[src/rtl/bs_packer.sv]
`timescale 1ns/1ps
// bs_packer: packs variable-length codes (0..IN_WD bits per beat) into DATA_WD-bit words.
//
// Ports
//   clk, rstn        clock, asynchronous active-low reset
//   val_i/rdy_o      input beat handshake
//   dat_i, len_i     right-justified code bits and their count (0..IN_WD)
//   flush_i          terminate the stream after this beat's bits
//   val_o/rdy_i      output word handshake
//   dat_o            packed word; byt_o valid bytes; lst_o last word of the stream
//
// LSB_FIRST=1: first stream bit lands at word bit 0 and each code is appended LSB first.
// LSB_FIRST=0: first stream bit lands at the word MSB and each code is appended MSB first.
module bs_packer #(
   parameter int unsigned DATA_WD   = 32,
   parameter int unsigned IN_WD     = 32,
   parameter bit          LSB_FIRST = 1'b1,
   parameter int unsigned LEN_WD    = $clog2(IN_WD) + 1
) (
   input  logic                       clk,
   input  logic                       rstn,
   input  logic                       val_i,
   output logic                       rdy_o,
   input  logic [IN_WD-1:0]           dat_i,
   input  logic [LEN_WD-1:0]          len_i,
   input  logic                       flush_i,
   output logic                       val_o,
   input  logic                       rdy_i,
   output logic [DATA_WD-1:0]         dat_o,
   output logic [$clog2(DATA_WD/8):0] byt_o,
   output logic                       lst_o
);

   localparam int unsigned ACC_WD = 2 * DATA_WD;
   // Wide enough for cnt (< DATA_WD) plus a full beat without overflow.
   localparam int unsigned SUM_WD = $clog2(ACC_WD) + 1;
   localparam int unsigned BYT_WD = $clog2(DATA_WD / 8) + 1;
   localparam logic [SUM_WD-1:0] DW_S     = SUM_WD'(DATA_WD);
   localparam logic [BYT_WD-1:0] BYT_FULL = BYT_WD'(DATA_WD / 8);

   typedef enum logic [0:0] {StRun, StFlush} state_e;

   state_e              state_q, state_d;
   logic [ACC_WD-1:0]   acc_q, acc_d;
   logic [SUM_WD-1:0]   cnt_q, cnt_d;
   logic                val_q, val_d;
   logic [DATA_WD-1:0]  dat_q, dat_d;
   logic [BYT_WD-1:0]   byt_q, byt_d;
   logic                lst_q, lst_d;

   logic                out_free, accept, full;
   logic [IN_WD-1:0]    code;
   logic [ACC_WD-1:0]   code_ext, combined, resid;
   logic [SUM_WD-1:0]   new_cnt, res_cnt;
   logic [DATA_WD-1:0]  word_full;

   // Partial words: LSB-first already sits at the bottom, MSB-first is moved to the top.
   function automatic logic [DATA_WD-1:0] pad_word(input logic [DATA_WD-1:0] w,
                                                   input logic [SUM_WD-1:0]  n);
      logic [DATA_WD-1:0] msb;
      msb = w << (DW_S - n);
      return LSB_FIRST ? w : msb;
   endfunction

   function automatic logic [BYT_WD-1:0] ceil_bytes(input logic [SUM_WD-1:0] n);
      return BYT_WD'((n + SUM_WD'(7)) >> 3);
   endfunction

   assign out_free = !val_q || rdy_i;
   assign rdy_o    = (state_q == StRun) && out_free;
   assign accept   = val_i && rdy_o;

   // Datapath: append the masked code to the accumulator and split off a full word.
   // The accumulator always holds cnt_q bits right-justified in stream-append order.
   always_comb begin
      code      = dat_i & ~({IN_WD{1'b1}} << len_i);
      code_ext  = ACC_WD'(code);
      new_cnt   = cnt_q + SUM_WD'(len_i);
      res_cnt   = new_cnt - DW_S;
      full      = (new_cnt >= DW_S);
      combined  = '0;
      word_full = '0;
      resid     = '0;
      if (LSB_FIRST) begin
         combined  = acc_q | (code_ext << cnt_q);
         word_full = combined[DATA_WD-1:0];
         resid     = combined >> DATA_WD;
      end else begin
         combined  = (acc_q << len_i) | code_ext;
         word_full = DATA_WD'(combined >> res_cnt);
         resid     = combined & ~({ACC_WD{1'b1}} << res_cnt);
      end
   end

   always_comb begin
      state_d = state_q;
      acc_d   = acc_q;
      cnt_d   = cnt_q;
      val_d   = val_q;
      dat_d   = dat_q;
      byt_d   = byt_q;
      lst_d   = lst_q;
      if (val_q && rdy_i) val_d = 1'b0;

      unique case (state_q)
         StRun: begin
            if (accept) begin
               if (full) begin
                  val_d = 1'b1;
                  dat_d = word_full;
                  byt_d = BYT_FULL;
                  lst_d = flush_i && (res_cnt == '0);
                  if (flush_i && (res_cnt == '0)) begin
                     acc_d = '0;
                     cnt_d = '0;
                  end else begin
                     acc_d = resid;
                     cnt_d = res_cnt;
                     // Residual still owes a word; stall input until it is out.
                     if (flush_i) state_d = StFlush;
                  end
               end else if (flush_i) begin
                  // Also covers new_cnt == 0: an empty last word keeps the stream terminated.
                  val_d = 1'b1;
                  dat_d = pad_word(combined[DATA_WD-1:0], new_cnt);
                  byt_d = ceil_bytes(new_cnt);
                  lst_d = 1'b1;
                  acc_d = '0;
                  cnt_d = '0;
               end else begin
                  acc_d = combined;
                  cnt_d = new_cnt;
               end
            end
         end
         StFlush: begin
            if (out_free) begin
               val_d   = 1'b1;
               dat_d   = pad_word(acc_q[DATA_WD-1:0], cnt_q);
               byt_d   = ceil_bytes(cnt_q);
               lst_d   = 1'b1;
               acc_d   = '0;
               cnt_d   = '0;
               state_d = StRun;
            end
         end
         default: state_d = StRun;
      endcase
   end

   always_ff @(posedge clk or negedge rstn) begin
      if (!rstn) begin
         state_q <= StRun;
         acc_q   <= '0;
         cnt_q   <= '0;
         val_q   <= 1'b0;
         dat_q   <= '0;
         byt_q   <= '0;
         lst_q   <= 1'b0;
      end else begin
         state_q <= state_d;
         acc_q   <= acc_d;
         cnt_q   <= cnt_d;
         val_q   <= val_d;
         dat_q   <= dat_d;
         byt_q   <= byt_d;
         lst_q   <= lst_d;
      end
   end

   assign val_o = val_q;
   assign dat_o = dat_q;
   assign byt_o = byt_q;
   assign lst_o = lst_q;

endmodule
[config.mk]
export PLATFORM = sky130hd
export DESIGN_NAME = bs_packer
export DESIGN_NICKNAME = d
export VERILOG_FILES = /design/src/rtl/bs_packer.sv
export SDC_FILE = /design/constraint.sdc
export NUM_CORES = 1
export LEC_CHECK = 0
export ABC_AREA = 1
export CORE_UTILIZATION = 53
export DETAILED_ROUTE_END_ITERATION = 8
export PLACE_DENSITY = 0.78
export SYNTH_ARGS = -nofsm -noshare
export SYNTH_HDL_FRONTEND = slang
export SYNTH_SLANG_ARGS = --single-unit
[constraint.sdc]
create_clock -name clk -period 2.8 [get_ports clk]
set_input_delay 0.56 -clock clk [delete_from_list [all_inputs] [get_ports clk]]
set_output_delay 0.56 -clock clk [all_outputs]
set_load 0.05 [all_outputs]
# Word level (Yosys, flattened, before mapping)
# Index checks and enable logic that the tools add are counted.
[op_classes]
n_bitwise = 4
n_eq_ne = 3
shifts = 2
n_mux = 39
reduce_logical = 9
n_addsub = 4
n_lt_le_gt_ge = 1
[ops]
columns = ["op", "n"]
rows = [
  ["$mux W64", 4],
  ["$mux W32", 5],
  ["$pmux W64 S2", 1],
  ["$or A64 B64 Y64", 1],
  ["$pmux W32 S2", 1],
  ["$shl A32 B7 Y64", 1],
  ["$mux W7", 5],
  ["$and A32 B32 Y32", 1],
  ["$not A32 Y32", 1],
  ["$shl A32 B6 Y32 const A", 1],
  ["$mux W1", 14],
  ["$pmux W7 S2", 1],
  ["$add A6 B3 Y6 const B", 2],
  ["$mux W3", 4],
  ["$add A7 B6 Y7", 1],
  ["$ge A7 B6 Y1 const B", 1],
  ["$logic_not A7 Y1", 1],
  ["$sub A7 B6 Y7 const B", 1],
  ["$pmux W1 S2", 3],
  ["$pmux W3 S2", 1],
  ["$logic_and A1 B1 Y1", 4],
  ["$ne A3 B3 Y1 const B", 1],
  ["$reduce_and A3 Y1", 1],
  ["$ne A2 B1 Y1 const B", 1],
  ["5 further kinds", 5],
]
[totals]
in_bits = 43
ff_bits = 109
elab_cells = 69
output_inout_bits = 38

# Depth between registers and ports, before layout
# Gate-level depths: netlist of the first run.
[depth]
depth_word = 9
depth_mapped = 17
ltp_nobuf = 17

# Worst setup path before layout of the first run
# OpenSTA, ideal clock, no wires.
[synth_timing]
path_type = "input-to-reg"
startpoint = "in len_i[0]"
endpoint = "reg dat_q[26] (netlist: dat_o[26])"
setup_time_ps = 118
t_arrival_ps = 2734
stages = 16
slack_ps = -52
n_path_buf = 1
t_required_ps = 2682
path_cell_list = "ha_1 > fa_1 > nand3_1 > nand3_2 > nand2_1 > nand2_1 > nand2_1 > nand2_1 > xor2_2 > ha_1 > nand4_2 > nand2_4 > clkinv_2 > buf_6 > nand3_1 > nand2_1"
[synth_between]
elab_chain_cells = 9
word_cells_on_any_way = 13
cone_classes = "1 x add/sub; 1 x order compare; 1 x eq/ne; 2 x shift; 4 x mux; 3 x bitwise; 1 x reduce/logical"
[synth_lines]
columns = ["element", "line_no", "rtl"]
rows = [
  ["start: declaration", "25", "input logic [LEN_WD-1:0] len_i,"],
  ["$shl A32 B6 Y32", "76", "code = dat_i & ~({IN_WD{1'b1}} << len_i);"],
  ["$not A32 Y32", "76", ""],
  ["$and A32 B32 Y32", "76", ""],
  ["$shl A32 B7 Y64", "85", "combined = acc_q | (code_ext << cnt_q);"],
  ["$or A64 B64 Y64", "85", ""],
  ["$mux W32", "122", "end else if (flush_i) begin"],
  ["$mux W32", "108", "if (full) begin"],
  ["$mux W32", "107", "if (accept) begin"],
  ["$pmux W32 S2", "105", "unique case (state_q)"],
  ["end signal: assignment", "165", "dat_q <= dat_d;"],
  ["end: declaration", "47", "logic [DATA_WD-1:0] dat_q, dat_d;"],
]
# Parallel ways exist; a longest one is shown, timed or not. The select of a mux whose other input is x is not followed.
# A chain may end at the register's enable or synchronous reset.

# Final worst setup path of the first run
[layout_timing]
startpoint = "in len_i[1]"
endpoint = "reg acc_q[8]"
[layout_between]
elab_chain_cells = 9
word_cells_on_any_way = 15
cone_classes = "2 x add/sub; 1 x order compare; 2 x shift; 5 x mux; 3 x bitwise; 2 x reduce/logical"
[layout_lines]
columns = ["element", "line_no", "rtl"]
rows = [
  ["$shl A32 B6 Y32", "76", ""],
  ["$not A32 Y32", "76", ""],
  ["$and A32 B32 Y32", "76", ""],
  ["$shl A32 B7 Y64", "85", ""],
  ["$or A64 B64 Y64", "85", ""],
  ["$mux W64 / $mux W32 (equally long branches)", "122, 113", ""],
  ["$mux W64 (*)", "108", ""],
  ["$mux W64 (*)", "107", ""],
  ["$pmux W64 S2 (*)", "105", ""],
  ["end signal: assignment", "154", "acc_q <= '0;"],
  ["end signal: assignment", "162", "acc_q <= acc_d;"],
  ["end: declaration", "44", "logic [ACC_WD-1:0] acc_q, acc_d;"],
]
# Every way passes the cells marked *; elsewhere a longest branch is shown, timed or not. The select of a mux whose other input is x is not followed.

==> impl_metrics.xml, run 1 <==
<?xml version="1.0" encoding="UTF-8"?>
<metrics>
  <group name="logic_synthesis">
    <metric name="synth_top_cells_by_area" unit="">sky130_fd_sc_hd__dfrtp_1 (32%), sky130_fd_sc_hd__nand2_1 (21%), sky130_fd_sc_hd__nand3_1 (18%)</metric>
    <metric name="syn_avg_cell_area" unit="sq um">6.280</metric>
    <metric name="synth_xor_xnor_area_share" unit="%">1.127</metric>
    <metric name="postSynthNetCount" unit="">1394</metric>
    <metric name="yosysUniqueCellTypes" unit="">42</metric>
    <metric name="synth_area_leader_cell" unit="">sky130_fd_sc_hd__dfrtp_1</metric>
    <metric name="synth_cells" unit="">1343</metric>
    <metric name="netlist.area_leader.share" unit="%">32.34</metric>
    <metric name="fraction_of_the_mapped_netlist_area_in_adder_cells" unit="%">1.276</metric>
    <metric name="synth_simple_gate_area_share" unit="%">45.44</metric>
    <metric name="synth.area.mux_share" unit="%">0</metric>
    <metric name="synthesis.area" unit="sq um">8434</metric>
    <metric name="synth_compound_gate_area_share" unit="%">10.90</metric>
    <metric name="ys_seq_area_share" unit="%">32.34</metric>
    <metric name="total_of_flip_flops_plus_latches_after_synthesis" unit="">109</metric>
    <metric name="warnings_synthesis" unit="">0</metric>
    <metric name="synth_top_family_by_area" unit="">simple AND/OR/NAND/NOR gates</metric>
  </group>
  <group name="detailed_routing">
    <metric name="aggregate_routed_wire_length" unit="um">28400</metric>
    <metric name="num_vias" unit="">9714</metric>
    <metric name="route.detailed.wl_per_inst" unit="um">16.95</metric>
    <metric name="initialDrtViolationCount" unit="">1007</metric>
    <metric name="ant_nets" unit="">0</metric>
    <metric name="vias_per_cell" unit="">5.799</metric>
    <metric name="post-route-drc-count" unit="">0</metric>
    <metric name="drt_pass1_iterations" unit="">6</metric>
  </group>
  <group name="global_route">
    <metric name="grt_pass1_vias" unit="">9045</metric>
    <metric name="wire_length_of_the_first_global_routing_pass" unit="um">44980</metric>
    <metric name="grt_antenna_before_repair" unit="">0</metric>
    <metric name="grt_start_max_net_pins" unit="">82</metric>
    <metric name="groute.usage.overall" unit="%">35.28</metric>
    <metric name="gr-total-overflow" unit="">0</metric>
  </group>
  <group name="power_and_ir_drop">
    <metric name="switching_share" unit="%">53.88</metric>
    <metric name="power_leakage" unit="uW">0.005309</metric>
    <metric name="ir_drop" unit="uV">650.7</metric>
    <metric name="clock_power_share" unit="%">9.6</metric>
    <metric name="netSwitchingPower" unit="uW">6994</metric>
    <metric name="cell_internal_pwr" unit="uW">5987</metric>
    <metric name="pwr-share-seq" unit="%">18.3</metric>
    <metric name="pwr_density_cell" unit="nW/um^2">1235</metric>
    <metric name="share_comb_of_total_power" unit="%">72.0</metric>
  </group>
  <group name="die">
    <metric name="io_pins" unit="">81</metric>
    <metric name="placement_rows" unit="">45</metric>
    <metric name="floorplan.initialDensity" unit="%">54.87</metric>
    <metric name="die-height" unit="um">128.2</metric>
    <metric name="die-area" unit="sq um">16420</metric>
    <metric name="die_w" unit="um">128.2</metric>
    <metric name="core" unit="sq um">15370</metric>
  </group>
  <group name="sta">
    <metric name="final.setup.worst_slack" unit="ns">0.07630</metric>
    <metric name="layout_min_cycle_time" unit="ns">2.724</metric>
    <metric name="setup_viol_count_final" unit="">0</metric>
    <metric name="fin_hold_ws" unit="ns">0.1527</metric>
    <metric name="worst_pin_slew" unit="ns">0.5988</metric>
    <metric name="post_route_fraction_of_the_period_consumed_by_the_critical_path" unit="%">97.27</metric>
    <metric name="final-hold-violation-count" unit="">0</metric>
    <metric name="fin_worst_skew" unit="ns">0.01037</metric>
    <metric name="max-slew-margin-rel" unit="%">60.03</metric>
    <metric name="final_count_of_pins_violating_max_slew" unit="">0</metric>
    <metric name="setup_repair_after_global_routing_missed_its_margin" unit="">true</metric>
    <metric name="timing.fmax" unit="MHz">367.1</metric>
    <metric name="final_total_negative_setup_slack" unit="ns">0</metric>
  </group>
  <group name="run">
    <metric name="drv.max_cap_violation_count" unit="">0</metric>
  </group>
  <group name="clock_network">
    <metric name="clockRootBuffer" unit="">sky130_fd_sc_hd__clkbuf_16</metric>
    <metric name="cts-buffers-inserted" unit="">9</metric>
    <metric name="cts.sink_count" unit="">109</metric>
    <metric name="cts_htree_levels" unit="">3</metric>
    <metric name="tritoncts" unit="">yes</metric>
    <metric name="clkLatencyLatePin" unit="ns">0.36</metric>
    <metric name="cts.reportedPaths.clkPinSlew" unit="ns">0.07</metric>
    <metric name="clk_path_buf_depth" unit="">2</metric>
  </group>
  <group name="cells_and_area">
    <metric name="num-nets-final" unit="">1510</metric>
    <metric name="final_common_cell" unit="">sky130_fd_sc_hd__nand2_1</metric>
    <metric name="layout-drive-gt1-share" unit="%">11.75</metric>
    <metric name="fin_util" unit="%">68.40</metric>
    <metric name="design_area" unit="sq um">10510</metric>
    <metric name="final_cell_mix" unit="">sky130_fd_sc_hd__nand2_1 (454), sky130_fd_sc_hd__nand3_1 (307), sky130_fd_sc_hd__dfrtp_1 (109), sky130_fd_sc_hd__inv_1 (95), sky130_fd_sc_hd__buf_4 (95)</metric>
    <metric name="n_antenna_cell" unit="">0</metric>
    <metric name="area_growth_syn_to_layout" unit="%">24.65</metric>
    <metric name="fillers" unit="">1372</metric>
  </group>
  <group name="critical_path">
    <metric name="timing_worst_setup_path_type" unit="">primary input to flop</metric>
    <metric name="cp.required" unit="ns">3.04</metric>
    <metric name="path_max_fanout" unit="">16</metric>
    <metric name="worstSetupEndpointType" unit="">flop</metric>
    <metric name="startpoint_type" unit="">primary input</metric>
    <metric name="critPathArrivalTime" unit="ns">2.96</metric>
  </group>
  <group name="placement">
    <metric name="pre_cts_ws" unit="ns">-0.5502</metric>
    <metric name="gpl.final_weighted_congestion" unit="">0.9627</metric>
    <metric name="dp_hpwl" unit="um">20560</metric>
    <metric name="portBuffers" unit="">80</metric>
    <metric name="place_area" unit="sq um">9957</metric>
  </group>
  <group name="hold_path">
    <metric name="hp-class" unit="">primary input to async pin</metric>
  </group>
  <group name="outcome">
    <metric name="run_status" unit="">complete, no violations</metric>
  </group>
</metrics>
-- critical path, stage by stage --
cell	delay [ns]
sky130_fd_sc_hd__dlygate4sd2_1	0.28
sky130_fd_sc_hd__ha_1	0.30
sky130_fd_sc_hd__nand3_1	0.08
sky130_fd_sc_hd__nand2_1	0.08
sky130_fd_sc_hd__buf_4	0.14
sky130_fd_sc_hd__xor2_1	0.15
sky130_fd_sc_hd__nor2_1	0.14
sky130_fd_sc_hd__nand2_1	0.09
sky130_fd_sc_hd__nor2_1	0.12
sky130_fd_sc_hd__buf_4	0.15
sky130_fd_sc_hd__nand3_4	0.11
sky130_fd_sc_hd__nand3_4	0.13
sky130_fd_sc_hd__nor2_4	0.06
sky130_fd_sc_hd__buf_4	0.16
sky130_fd_sc_hd__buf_12	0.14
sky130_fd_sc_hd__a22oi_1	0.16
sky130_fd_sc_hd__nand2_1	0.09
-- per-stage QoR --
stage          total power [uW]  cells
6_report                  12980   1675
5_1_grt                   13980   1675
4_1_cts                   12610   1672
3_5_place_dp              11210   1649
3_3_place_gp              11080   1649
2_1_floorplan              8254   1343
-- what timing repair did --
item	CTS	global route
endpoints found under the hold margin	0	0
pin swaps	9	10
hold buffers	0	0
setup buffers	6	1
gates resized for setup	15	29
setup endpoints to repair	106	100
gates cloned	1	2
-- registers in the layout, summed over array words and instances, names as in the netlist --
name,flops
cnt_q,7
dat_o,32
acc_q,64
byt_o,3
state_q,1
val_o,1
lst_o,1
-- metal layers --
metal / part of all wire [%] / global-route usage (%) / wire (um) / vias up
met4: 4.1 / 16.40 / 1168 / 0
met2: 48 / 60.39 / 13630 / 438
met5: 0 / 0 / 0 / -
met3: 7.3 / 4.716 / 2067 / 85
met1: 41 / 44.18 / 11530 / 4513
li1: - / - / - / 4678
-- logic make-up (layout without fill, tap and decap cells) --
logic type	Yosys count	in the layout
and+or+nand+nor	879	879
buffers and inverters	181	302
AOI/OAI and AO/OA	159	159
DFF	109	109
adders and majority gates	8	8
xor gates and xnor gates	7	7
-- cell usage after synthesis, drive strengths merged --
| cell | number |
|---|---|
| a21boi | 3 |
| a21o | 3 |
| a21oi | 30 |
| a22oi | 10 |
| a31oi | 2 |
| buf | 45 |
| clkbuf | 36 |
| clkinv | 4 |
| dfrtp | 109 |
| fa | 1 |
| ha | 7 |
| inv | 96 |
| nand2 | 471 |
| nand3 | 314 |
| nand4 | 23 |
| nor2 | 67 |
| nor3 | 1 |
| o211ai | 9 |
| o21a | 3 |
| o21ai | 84 |
| o21bai | 9 |
| o31ai | 4 |
| o32ai | 2 |
| or2 | 3 |
| xnor2 | 1 |
| xor2 | 6 |
-- final cells by class --
| type | instances | area, sq um | area share (%) |
|---|---|---|---|
| sequential | 109 | 2728 | 25.94 |
| inverter | 100 | 376.6 | 3.582 |
| clock buffer | 10 | 229.0 | 2.178 |
| tap | 211 | 264.0 | 2.511 |
| multi-input combinational | 1053 | 5107 | 48.58 |
| clock inverter | 6 | 52.55 | 0.4998 |
| timing repair buffer | 186 | 1757 | 16.71 |
-- power by group through the flow --
stage	logic, uW	registers [uW]	clock network [uW]
2_1_floorplan	5170	3080	0
3_3_place_gp	8710	2370	0
3_5_place_dp	8830	2390	0
4_1_cts	8990	2370	1260
5_1_grt	10200	2430	1320
6_report	9350	2380	1250
-- worst paths after layout --
path / start / end / slack, ns / depth (start not counted)
worst max-delay path: len_i[1] / acc_q[8] / 0.08 / 17
worst min-delay path: rstn / acc_q[29] / 0.15 / 1
worst max register to register: cnt_q[0] / acc_q[8] / 0.08 / 15
worst min register to register: acc_q[45] / acc_q[45] / 0.48 / 2
max in group asynchronous: rstn / acc_q[33] / 1.85 / 2
min in group clk: acc_q[45] / acc_q[45] / 0.48 / 2
Note: power is estimated with default switching activity, not from simulation.
==> inputs of run 2 (changes only) <==
CTS_CLUSTER_SIZE = 30   (was unset)
==> results of run 2 <==
Final layout, timing and power as in run 1 (identical DEF).
